## config.mk

```make
export PLATFORM = sky130hd
export DESIGN_NAME = prova_match_engine_flat
export DESIGN_NICKNAME = d
export VERILOG_FILES = /design/src/rtl/prova_match_engine_if.sv /design/src/rtl/prova_match_engine.sv /design/src/flat_wrapper.sv
export SDC_FILE = /design/constraint.sdc
export NUM_CORES = 1
export LEC_CHECK = 0
export BUFFER_PORTS_ARGS = -buffer_cell sky130_fd_sc_hd__buf_2
export CORE_MARGIN = 1.5
export CORE_UTILIZATION = 58
export CTS_CLUSTER_SIZE = 30
export DETAILED_ROUTE_END_ITERATION = 10
export GPL_ROUTABILITY_DRIVEN = 0
export PLACE_DENSITY = 0.86
export REMOVE_ABC_BUFFERS = 1
export SLEW_MARGIN = 20
export SYNTH_ARGS = -nofsm -noshare
export SYNTH_HDL_FRONTEND = slang
export SYNTH_SLANG_ARGS = --single-unit
```

## constraint.sdc

```tcl
create_clock -name clk -period 3.9 [get_ports clk]
set_input_delay 0.195 -clock clk [delete_from_list [all_inputs] [get_ports clk]]
set_output_delay 0.195 -clock clk [all_outputs]
set_load 0.05 [all_outputs]
```

## src/rtl/prova_match_engine_if.sv

```systemverilog
// Stream, configuration and status signals of prova_match_engine.
// slave: the engine side; master: the producer/consumer side.
interface prova_match_engine_if #(
    parameter int unsigned WIDTH = 16,
    parameter int unsigned CNT_W = 8
);
    logic                 cfg_we;
    logic [2*WIDTH-1:0]   cfg_rule;
    logic                 in_valid;
    logic                 in_ready;
    logic [WIDTH-1:0]     A;
    logic [WIDTH-1:0]     B;
    logic                 out_valid;
    logic                 out_ready;
    logic                 match;
    logic [CNT_W-1:0]     match_cnt;
    logic                 alarm;
    logic                 clr_cnt;
    logic                 clr_alarm;

    modport slave (
        input  cfg_we, cfg_rule, in_valid, A, B, out_ready, clr_cnt, clr_alarm,
        output in_ready, out_valid, match, match_cnt, alarm
    );

    modport master (
        output cfg_we, cfg_rule, in_valid, A, B, out_ready, clr_cnt, clr_alarm,
        input  in_ready, out_valid, match, match_cnt, alarm
    );
endinterface

```

## src/rtl/prova_match_engine.sv

```systemverilog
// Two-stage per-bit rule comparator with match counter and run-length alarm.
// Define PROVA_STICKY_ALARM_EN to make the alarm sticky until clr_alarm.
module prova_match_engine #(
    parameter int unsigned WIDTH      = 16,
    parameter int unsigned CNT_W      = 8,
    parameter int unsigned RUN_THRESH = 4
) (
    input logic                  clk,
    input logic                  rst,
    prova_match_engine_if.slave  bus
);
    localparam int unsigned      RULE_W = 2 * WIDTH;
    localparam logic [CNT_W-1:0] CNT_MAX = '1;
    localparam logic [CNT_W-1:0] THRESH  = CNT_W'(RUN_THRESH);

    // Legacy pattern: bit 0 AND, top bit OR, other odd bits NE, other even bits EQ.
    function automatic logic [RULE_W-1:0] legacy_rules();
        logic [RULE_W-1:0] v;
        v = '0;
        for (int i = 0; i < int'(WIDTH); i++) begin
            if (i == 0)                   v[2*i +: 2] = 2'b10;
            else if (i == int'(WIDTH) - 1) v[2*i +: 2] = 2'b11;
            else if ((i % 2) == 1)        v[2*i +: 2] = 2'b01;
            else                          v[2*i +: 2] = 2'b00;
        end
        return v;
    endfunction

    localparam logic [RULE_W-1:0] LEGACY_RULES = legacy_rules();

    logic [RULE_W-1:0] r_rule;
    logic              r_s1_valid;
    logic [WIDTH-1:0]  r_s1_pass;
    logic              r_out_valid;
    logic              r_match;
    logic [CNT_W-1:0]  r_match_cnt;
    logic [CNT_W-1:0]  r_run_len;
    logic              r_alarm;

    logic              w_adv;
    logic              w_xfer;
    logic [WIDTH-1:0]  w_pass;
    logic [CNT_W-1:0]  w_cnt_nxt;
    logic [CNT_W-1:0]  w_run_nxt;
    logic              w_alarm_nxt;

    assign w_adv  = ~r_out_valid | bus.out_ready;
    assign w_xfer = r_out_valid & bus.out_ready;

    always_comb begin
        w_pass = '0;
        for (int i = 0; i < int'(WIDTH); i++) begin
            unique case (r_rule[2*i +: 2])
                2'b00: w_pass[i] = ~(bus.A[i] ^ bus.B[i]);
                2'b01: w_pass[i] =   bus.A[i] ^ bus.B[i];
                2'b10: w_pass[i] =   bus.A[i] & bus.B[i];
                2'b11: w_pass[i] =   bus.A[i] | bus.B[i];
            endcase
        end
    end

    // Clear beats a coincident transfer; both counters saturate.
    always_comb begin
        w_cnt_nxt = r_match_cnt;
        w_run_nxt = r_run_len;
        if (bus.clr_cnt) begin
            w_cnt_nxt = '0;
            w_run_nxt = '0;
        end else if (w_xfer) begin
            if (r_match) begin
                if (r_match_cnt != CNT_MAX) w_cnt_nxt = r_match_cnt + CNT_W'(1);
                if (r_run_len != CNT_MAX)   w_run_nxt = r_run_len + CNT_W'(1);
            end else begin
                w_run_nxt = '0;
            end
        end
    end

`ifdef PROVA_STICKY_ALARM_EN
    always_comb begin
        w_alarm_nxt = r_alarm;
        if (w_xfer && r_match && !bus.clr_cnt && (w_run_nxt >= THRESH)) w_alarm_nxt = 1'b1;
        else if (bus.clr_alarm)                                          w_alarm_nxt = 1'b0;
    end
`else
    logic w_unused_clr_alarm;
    assign w_unused_clr_alarm = bus.clr_alarm;
    assign w_alarm_nxt        = (w_run_nxt >= THRESH);
`endif

    always_ff @(posedge clk) begin
        if (rst) begin
            r_rule      <= LEGACY_RULES;
            r_s1_valid  <= 1'b0;
            r_s1_pass   <= '0;
            r_out_valid <= 1'b0;
            r_match     <= 1'b0;
            r_match_cnt <= '0;
            r_run_len   <= '0;
            r_alarm     <= 1'b0;
        end else begin
            if (bus.cfg_we) r_rule <= bus.cfg_rule;
            if (w_adv) begin
                r_s1_valid  <= bus.in_valid;
                r_s1_pass   <= w_pass;
                r_out_valid <= r_s1_valid;
                r_match     <= &r_s1_pass;
            end
            r_match_cnt <= w_cnt_nxt;
            r_run_len   <= w_run_nxt;
            r_alarm     <= w_alarm_nxt;
        end
    end

    assign bus.in_ready  = w_adv;
    assign bus.out_valid = r_out_valid;
    assign bus.match     = r_match;
    assign bus.match_cnt = r_match_cnt;
    assign bus.alarm     = r_alarm;
endmodule

```

## src/flat_wrapper.sv

```systemverilog
// flat-port wrapper written by rule: the top's interface ports become plain ports
module prova_match_engine_flat 
#(
    parameter int unsigned WIDTH      = 16,
    parameter int unsigned CNT_W      = 8,
    parameter int unsigned RUN_THRESH = 4
)
  (clk, rst, bus_cfg_we, bus_cfg_rule, bus_in_valid, bus_A, bus_B, bus_out_ready, bus_clr_cnt, bus_clr_alarm, bus_in_ready, bus_out_valid, bus_match, bus_match_cnt, bus_alarm);
  prova_match_engine_if #(.WIDTH(WIDTH), .CNT_W(CNT_W)) bus_i ();
  input logic clk;
  input logic rst;
  input wire logic [$bits(bus_i.cfg_we)-1:0] bus_cfg_we;
  input wire logic [$bits(bus_i.cfg_rule)-1:0] bus_cfg_rule;
  input wire logic [$bits(bus_i.in_valid)-1:0] bus_in_valid;
  input wire logic [$bits(bus_i.A)-1:0] bus_A;
  input wire logic [$bits(bus_i.B)-1:0] bus_B;
  input wire logic [$bits(bus_i.out_ready)-1:0] bus_out_ready;
  input wire logic [$bits(bus_i.clr_cnt)-1:0] bus_clr_cnt;
  input wire logic [$bits(bus_i.clr_alarm)-1:0] bus_clr_alarm;
  output wire logic [$bits(bus_i.in_ready)-1:0] bus_in_ready;
  output wire logic [$bits(bus_i.out_valid)-1:0] bus_out_valid;
  output wire logic [$bits(bus_i.match)-1:0] bus_match;
  output wire logic [$bits(bus_i.match_cnt)-1:0] bus_match_cnt;
  output wire logic [$bits(bus_i.alarm)-1:0] bus_alarm;
  assign bus_i.cfg_we = bus_cfg_we;
  assign bus_i.cfg_rule = bus_cfg_rule;
  assign bus_i.in_valid = bus_in_valid;
  assign bus_i.A = bus_A;
  assign bus_i.B = bus_B;
  assign bus_i.out_ready = bus_out_ready;
  assign bus_i.clr_cnt = bus_clr_cnt;
  assign bus_i.clr_alarm = bus_clr_alarm;
  assign bus_in_ready = bus_i.in_ready;
  assign bus_out_valid = bus_i.out_valid;
  assign bus_match = bus_i.match;
  assign bus_match_cnt = bus_i.match_cnt;
  assign bus_alarm = bus_i.alarm;
  prova_match_engine #(.WIDTH(WIDTH), .CNT_W(CNT_W), .RUN_THRESH(RUN_THRESH)) u_core (.clk(clk), .rst(rst), .bus(bus_i));
endmodule
```

==> results of run 1 <==
cell usage in the layout, fill, tap and decap left out, types with 2 or more instances in the layout:
| master | n |
|---|---|
| nand2_1 | 13 |
| a211o_1 | 12 |
| nor2_1 | 59 |
| nand4_1 | 5 |
| nor3_1 | 5 |
| a21oi_1 | 6 |
| o21ai_0 | 30 |
| o311ai_0 | 14 |
| ha_1 | 34 |
| clkinv_2 | 2 |
| inv_1 | 35 |
| clkbuf_1 | 2 |
| xnor2_1 | 9 |
| nor2b_1 | 53 |
| a211oi_1 | 4 |
| nand3_1 | 8 |
| mux2i_1 | 25 |
| a21o_1 | 3 |
| dfxtp_1 | 68 |
| xor2_1 | 3 |
| clkbuf_8 | 11 |
| or3_1 | 2 |
| buf_2 | 81 |
cell type report:
class | instances | area, um^2
Antenna cell | 1 | 2.502
Clock buffer | 13 | 158.9
Clock inverter | 2 | 10.01
Fill cell | 513 | 1753
Inverter | 35 | 131.4
Multi-Input combinational cell | 300 | 2102
Sequential cell | 68 | 1361
Tap cell | 75 | 93.84
Timing Repair Buffer | 82 | 412.9
Yosys cell counts, drive strengths merged:
| cell type | n | area (um^2) |
|---|---|---|
| dfxtp | 68 | 1361 |
| nor2 | 59 | 221.5 |
| nor2b | 53 | 331.6 |
| inv | 35 | 131.4 |
| ha | 34 | 425.4 |
| o21ai | 32 | 163.9 |
| mux2i | 25 | 250.2 |
| o311ai | 14 | 122.6 |
| nand2 | 13 | 48.80 |
| a211o | 12 | 105.1 |
| clkbuf | 9 | 33.78 |
| xnor2 | 9 | 78.83 |
| nand3 | 8 | 40.04 |
| buf | 7 | 40.03 |
| a21oi | 6 | 30.03 |
| nand4 | 5 | 31.28 |
| nor3 | 5 | 25.02 |
| a211oi | 4 | 30.03 |
| a21o | 3 | 22.52 |
| xor2 | 3 | 26.28 |
| a41oi | 2 | 43.80 |
| and4 | 2 | 20.02 |
| or2 | 2 | 12.52 |
| or3 | 2 | 12.51 |
| and3 | 1 | 6.260 |
| nand2b | 1 | 6.260 |
| nor3b | 1 | 7.510 |
| nor4 | 1 | 6.260 |
| o2111ai | 1 | 15.01 |
| o21bai | 1 | 11.26 |
| o31ai | 1 | 7.510 |
stage by stage:
step	utilization [%]	total power, mW	cells	instance area, um^2	hold WS (ns)
final	70.91	1.472	576	4273	0.06247
after global placement	68.06	0.9637	560	4101	0.4015
after global routing	70.87	1.545	575	4270	0.05510
after CTS	70.87	1.487	575	4270	0.04920
after floorplan	-	0.8897	403	3595	0.2641
after detailed placement	68.06	0.9791	560	4101	0.4063
critical path: stages (launching register included):
cell and delay (ns):
dfxtp_1 0.39, nor2b_1 0.47, inv_1 0.53, buf_2 0.38
power groups by stage:
stage	logic [mW]	clock network (mW)	registers (mW)
floorplan	0.119	0	0.771
global placement	0.190	0	0.774
detailed placement	0.202	0	0.777
CTS	0.204	0.521	0.762
global route	0.233	0.545	0.767
finish	0.202	0.508	0.762
final timing paths:
check	from	to	depth (start not counted)
setup / recovery	u_core.bus.out_valid	bus_in_ready	3
hold / removal	bus_cfg_rule[26]	u_core.r_rule[26]	2
setup reg to reg	u_core.bus.out_valid	u_core.r_s1_pass[4]	5
hold reg to reg	u_core.r_s1_valid	u_core.r_s1_valid	2
cell families after synthesis:
logic type                 share of synthesized area [%]
xor gates and xnor gates                           2.865
DFF                                                37.11
buffers and inverters                              5.593
muxes                                              6.821
adders and majority gates                          11.60
and+or+nand+nor                                    20.98
AOI/OAI and AO/OA                                  15.04
routing by layer:
layer	part of all wire, %	wire [um]	GRT usage, %	up-vias
li1	-	-	-	1577
met1	40	2909	21.67	1457
met5	0	0	0	-
met4	2.3	165	10.83	0
met3	7.0	516	8.132	20
met2	51	3736	44.39	84
registers in the layout (all words and copies together), names as in the netlist:
| signal | flops |
|---|---|
| u_core.bus.match | 1 |
| u_core.r_run_len | 8 |
| u_core.bus.out_valid | 1 |
| u_core.bus.alarm | 1 |
| u_core.r_s1_valid | 1 |
| u_core.bus.match_cnt | 8 |
| u_core.r_rule | 32 |
| u_core.r_s1_pass | 16 |
==> summary.md, run 1 <==
| Metric | Value |
|---|---|
| Status | `completed` |
| IO Count | `83` |
| Post-synth cell types | `38` |
| Slew Limit Headroom | `32.28%` |
| Buffers on Ports | `81` |
| Switching Share | `25.52%` |
| Final setup vio count | `0` |
| Crit Path Max Fanout | `31` |
| Total iterations of the first detailed-routing run | `4` |
| Root buf cell | `clkbuf_8` |
| Register area share after synthesis | `37.11%` |
| Critical Path AT | `2.11 ns` |
| Combinational share of power | `13.7%` |
| Vias per cell | `5.448` |
| Largest net degree at the start of global routing | `52` |
| Post-cts repair resize count | `0` |
| Max Clk Rate | `433.3 MHz` |
| Least-Margin Pin Slew | `1.016 ns` |
| Final Max Tran Viols | `0` |
| First-pass GRT wire length | `12,010 um` |
| Total routed wirelength | `7328 um` |
| Pwr dens | `344.4 nW/um^2` |
| Critical path class | `reg -> out` |
| Clock sinks | `68` |
| Final hold vios | `0` |
| Layout overhead on the synthesized area | `16.47%` |
| CTS clock-pin slew for the worst setup and hold paths | `0.07 ns` |
| Mapped Cells | `419` |
| Min-delay worst type | `in -> reg` |
| Row count | `28` |
| CTS tree | `yes` |
| Postcts setup bufs | `0` |
| Global Route Usage Sum | `23.17%` |
| Die W | `82.53 um` |
| Leakage | `2.017 nW` |
| Clock Power Share | `34.5%` |
| Clock Latency Late Sink | `0.34 ns` |
| Overall die height | `82.53 um` |
| DPL Wire Length | `5369 um` |
| Maximum clock insertion buffer count | `2` |
| RSZ-0062 raised after global routing | `no` |
| Vias in the first global route | `3,007` |
| # DRC | `0` |
| Core Area | `6026 um^2` |
| Total grt overflow | `0` |
| Sequential share of power | `51.8%` |
| Number of max-cap violations | `0` |
| Vias | `3,138` |
| Hold buffers post-CTS | `0` |
| DR WL/cell | `12.72 um` |
| NumNets Final | `601` |
| DRT antenna net count | `0` |
| Dpl ws | `1.935 ns` |
| H-Tree Depth | `3` |
| Syn Std Cell Area | `3669 um^2` |
| Crit. End Element | `output pin` |
| Final Worst Setup Slack | `1.592 ns` |
| Worst Clk Skew | `0.006502 ns` |
| VDD IR-drop max | `0.2664 mV` |
| Register bit count reported by yosys | `68` |
| Die ar. | `6811 um^2` |
| R2r setup slk | `1.90 ns` |
| Initial DRC Count | `126` |
| Share of layout cells above drive strength 1 | `20.40%` |
| Switching power | `375.6 uW` |
| Fin crit period | `2.308 ns` |
| Worst Path Required | `3.70 ns` |
| Starting density of the core | `60.88%` |
| CTS Buf Count | `9` |
| Initial antenna violation count | `0` |
| Syn Area/Cell | `8.755 um^2` |
| Synth warn | `0` |
| Period Utilization, post-route | `59.17%` |
| Int Pwr | `1.096 mW` |
| Setup TNS | `0 ns` |
| Critical Path Start Type | `register` |
(Power assumes the default switching activity.)
==> run 2: changes to the inputs <==
ABC_AREA = 1   (was not set)
CORE_UTILIZATION = 54   (was 58)
PLACE_DENSITY = 0.81   (was 0.86)
clock period = 2.2 ns   (was 3.9 ns; I/O delays follow)
==> summary.md, run 2 <==
| Metric | Value |
|---|---|
| Fin crit period | `1.992 ns` |
| Total routed wirelength | `8013 um` |
| CP cell instances | `inv_1 > nor2_1 > inv_1 > buf_2` |
| Layout Cells excl Fill | `660` |
| Global Route Usage Sum | `23.40%` |
| Postcts setup bufs | `0` |
| Placed Instances | `627` |
| Final Worst Setup Slack | `0.2079 ns` |
| Top cells by count, synth | `dfxtp_1, inv_1, nand2_1, o21ai_0, nor2_1` |
| Total iterations of the first detailed-routing run | `7` |
| Slowest stage delay, CP | `0.68 ns` |
| Most used cell, CP | `inv_1` |
| Maximum clock insertion buffer count | `2` |
| Die ar. | `7275 um^2` |
| Buffers on Ports | `81` |
| Final Max Tran Viols | `0` |
| First-pass GRT wire length | `13,930 um` |
| Vias in the first global route | `3,300` |
| Share of layout cells above drive strength 1 | `20.75%` |
| Critical Path Source | `u_core.bus.out_valid` |
| Synth Area in Compound Gates | `18.92%` |
| Overall die height | `85.30 um` |
| Max Clk Rate | `502.0 MHz` |
| Die W | `85.30 um` |
| Root buf cell | `clkbuf_8` |
| Post-synthesis simple-gate area fraction | `20.15%` |
| Crit. End Element | `output pin` |
| Largest family of logic cells by synthesized area | `simple AND/OR/NAND/NOR gates` |
| Post-synth top area share | `37.22%` |
| RSZ-0062 raised after global routing | `no` |
| Post-synth cell types | `30` |
| Final hold vios | `0` |
| CTS clock-pin slew for the worst setup and hold paths | `0.07 ns` |
| VDD IR-drop max | `0.5229 mV` |
| Combinational share of power | `13.9%` |
| CP max-delay cell | `inv_1` |
| Dpl ws | `0.5507 ns` |
| Failing checks | `design-rule violations` |
| Initial antenna violation count | `0` |
| Adder-Cell Fraction of Synth Area | `11.63%` |
| Diode count | `0` |
| Filler cell count | `530` |
| Beginning of the worst hold path | `bus_cfg_rule[15]` |
| IO Count | `83` |
| Total grt overflow | `0` |
| Most frequent cells in the layout | `buf_2, dfxtp_1, inv_1` |
| Leakage | `2.187 nW` |
| Min-delay worst type | `in -> reg` |
| CTS Buf Count | `9` |
| Sequential share of power | `48.8%` |
| End of the worst register-to-register path | `u_core.r_s1_pass[8]` |
| Vias | `3,473` |
| Worst r2r path cells | `5` |
| Register area share after synthesis | `37.22%` |
| Row count | `29` |
| Mapped Cells | `480` |
| DPL Wire Length | `5792 um` |
| Mux cell area share after synthesis | `0%` |
| WP buf/inv | `3` |
| Pwr dens | `621.8 nW/um^2` |
| Syn Area/Cell | `7.619 um^2` |
| Worst Path Required | `2.09 ns` |
| Core Area | `6459 um^2` |
| Register bit count reported by yosys | `68` |
| Critical Path Start Type | `register` |
| Crit Path Max Fanout | `35` |
| Final setup vio count | `0` |
| Status | `finished with violations` |
| Critical Path AT | `1.88 ns` |
| Setup TNS | `0 ns` |
| Int Pwr | `2.077 mW` |
| Vias per cell | `5.262` |
| DP Area | `4125 um^2` |
| Synth warn | `0` |
| Clock Latency Late Sink | `0.34 ns` |
| # DRC | `4` |
| Post-cts repair resize count | `0` |
| Largest net degree at the start of global routing | `36` |
| Slew Limit Headroom | `38.21%` |
| DRT antenna net count | `0` |
| Initial DRC Count | `109` |
| Power, Total | `2.797 mW` |
| NumNets Final | `683` |
| Least-Margin Pin Slew | `0.9259 ns` |
| Worst hold path depth | `3` |
| Number of max-cap violations | `0` |
| Finished Cell Area | `4498 um^2` |
| CP delay by family, top | `buffers and inverters` |
| Starting density of the core | `56.63%` |
| Period Utilization, post-route | `90.55%` |
| R2r setup slk | `0.58 ns` |
| Commonest non-fill, non-tap cell in the layout | `buf_2` |
| Max reg flops | `32` |
| Leading area contributor after synthesis | `dfxtp_1` |
| Critical path class | `reg -> out` |
| DR WL/cell | `12.14 um` |
| Post-Synth XOR/XNOR Area | `2.874%` |
| Switching Share | `25.74%` |
| CTS tree | `yes` |
| H-Tree Depth | `3` |
| Hold EP | `u_core.r_rule[15]` |
| Biggest register | `u_core.r_rule` |
| Worst Clk Skew | `0.008355 ns` |
| Clock Power Share | `37.3%` |
| Clock sinks | `68` |
| Top post-synthesis cells by area | `dfxtp_1, ha_1, o21ai_0, inv_1, nand2_1` |
| Post-synth EDFFs | `0` |
| Top_reg_cell synth | `dfxtp_1` |
| Syn Std Cell Area | `3657 um^2` |
| Switching power | `719.8 uW` |
| Post-synthesis async set-or-reset flop share | `0%` |
| Count leader, synth | `dfxtp_1` |
| Layout overhead on the synthesized area | `22.99%` |
| Worst reg2reg path startpoint | `u_core.bus.out_valid` |
| Largest regs | `u_core.r_rule x32, u_core.r_s1_pass x16` |
## run 2: worst max path at each step
stage | end | depth (start not counted)
2_1_floorplan | u_core.r_s1_pass[13] | 5
3_3_place_gp | bus_in_ready | 4
3_5_place_dp | bus_in_ready | 4
4_1_cts | bus_in_ready | 4
5_1_grt | bus_in_ready | 4
6_report | bus_in_ready | 4
## run 2: repair_timing
action / in CTS / in global routing
endpoints found under the setup margin: 0 / 0
hold buffers: 17 / 0
endpoints found under the hold margin: 17 / 0
## run 2: kinds of logic (layout without fill, tap and decap cells)
group,count (synthesis),in the layout
fa+ha+maj,34,34
buf+inv,86,189
simple gates,155,155
xor+xnor,12,12
flops,68,68
compound gates,125,125
## run 2: through the flow
stage,utilization (%),hold slack (ns)
final,69.64,0.01122
after global routing,69.64,0.02147
after CTS,69.64,0.002272
after detailed placement,63.87,0.3260
after global placement,63.87,0.3211
after floorplan,-,0.1791
## run 2: power by group through the flow
stage	Clock [mW]	Sequential, mW	Combinational (mW)
final	1.04	1.37	0.389
after global routing	1.13	1.38	0.451
after floorplan	0	1.39	0.220
after global placement	0	1.39	0.347
after CTS	1.06	1.36	0.391
after detailed placement	0	1.39	0.366
## run 2: area by class of cell
| type | count | area (um^2) | share of cell area [%] |
|---|---|---|---|
| Multi-Input combinational cell | 326 | 1959 | 43.56 |
| Clock buffer | 12 | 155.1 | 3.449 |
| Tap cell | 77 | 96.34 | 2.142 |
| Sequential cell | 68 | 1361 | 30.26 |
| Timing Repair Buffer | 103 | 613.1 | 13.63 |
| Inverter | 70 | 265.3 | 5.897 |
| Clock inverter | 4 | 47.55 | 1.057 |
## run 2: routing by layer
metal	up-vias	global-route usage, %	part of all wire (%)
met5	-	0	0
met4	0	9.091	1.1
met3	10	3.988	4.5
met2	81	40.84	48
met1	1588	28.77	46
li1	1794	-	-
## run 2: worst min-delay path, delay by kind of cell
family / cells / cell delay (ns)
and+or+nand+nor: 2 / 0.12
buffers and inverters: 1 / 0.08
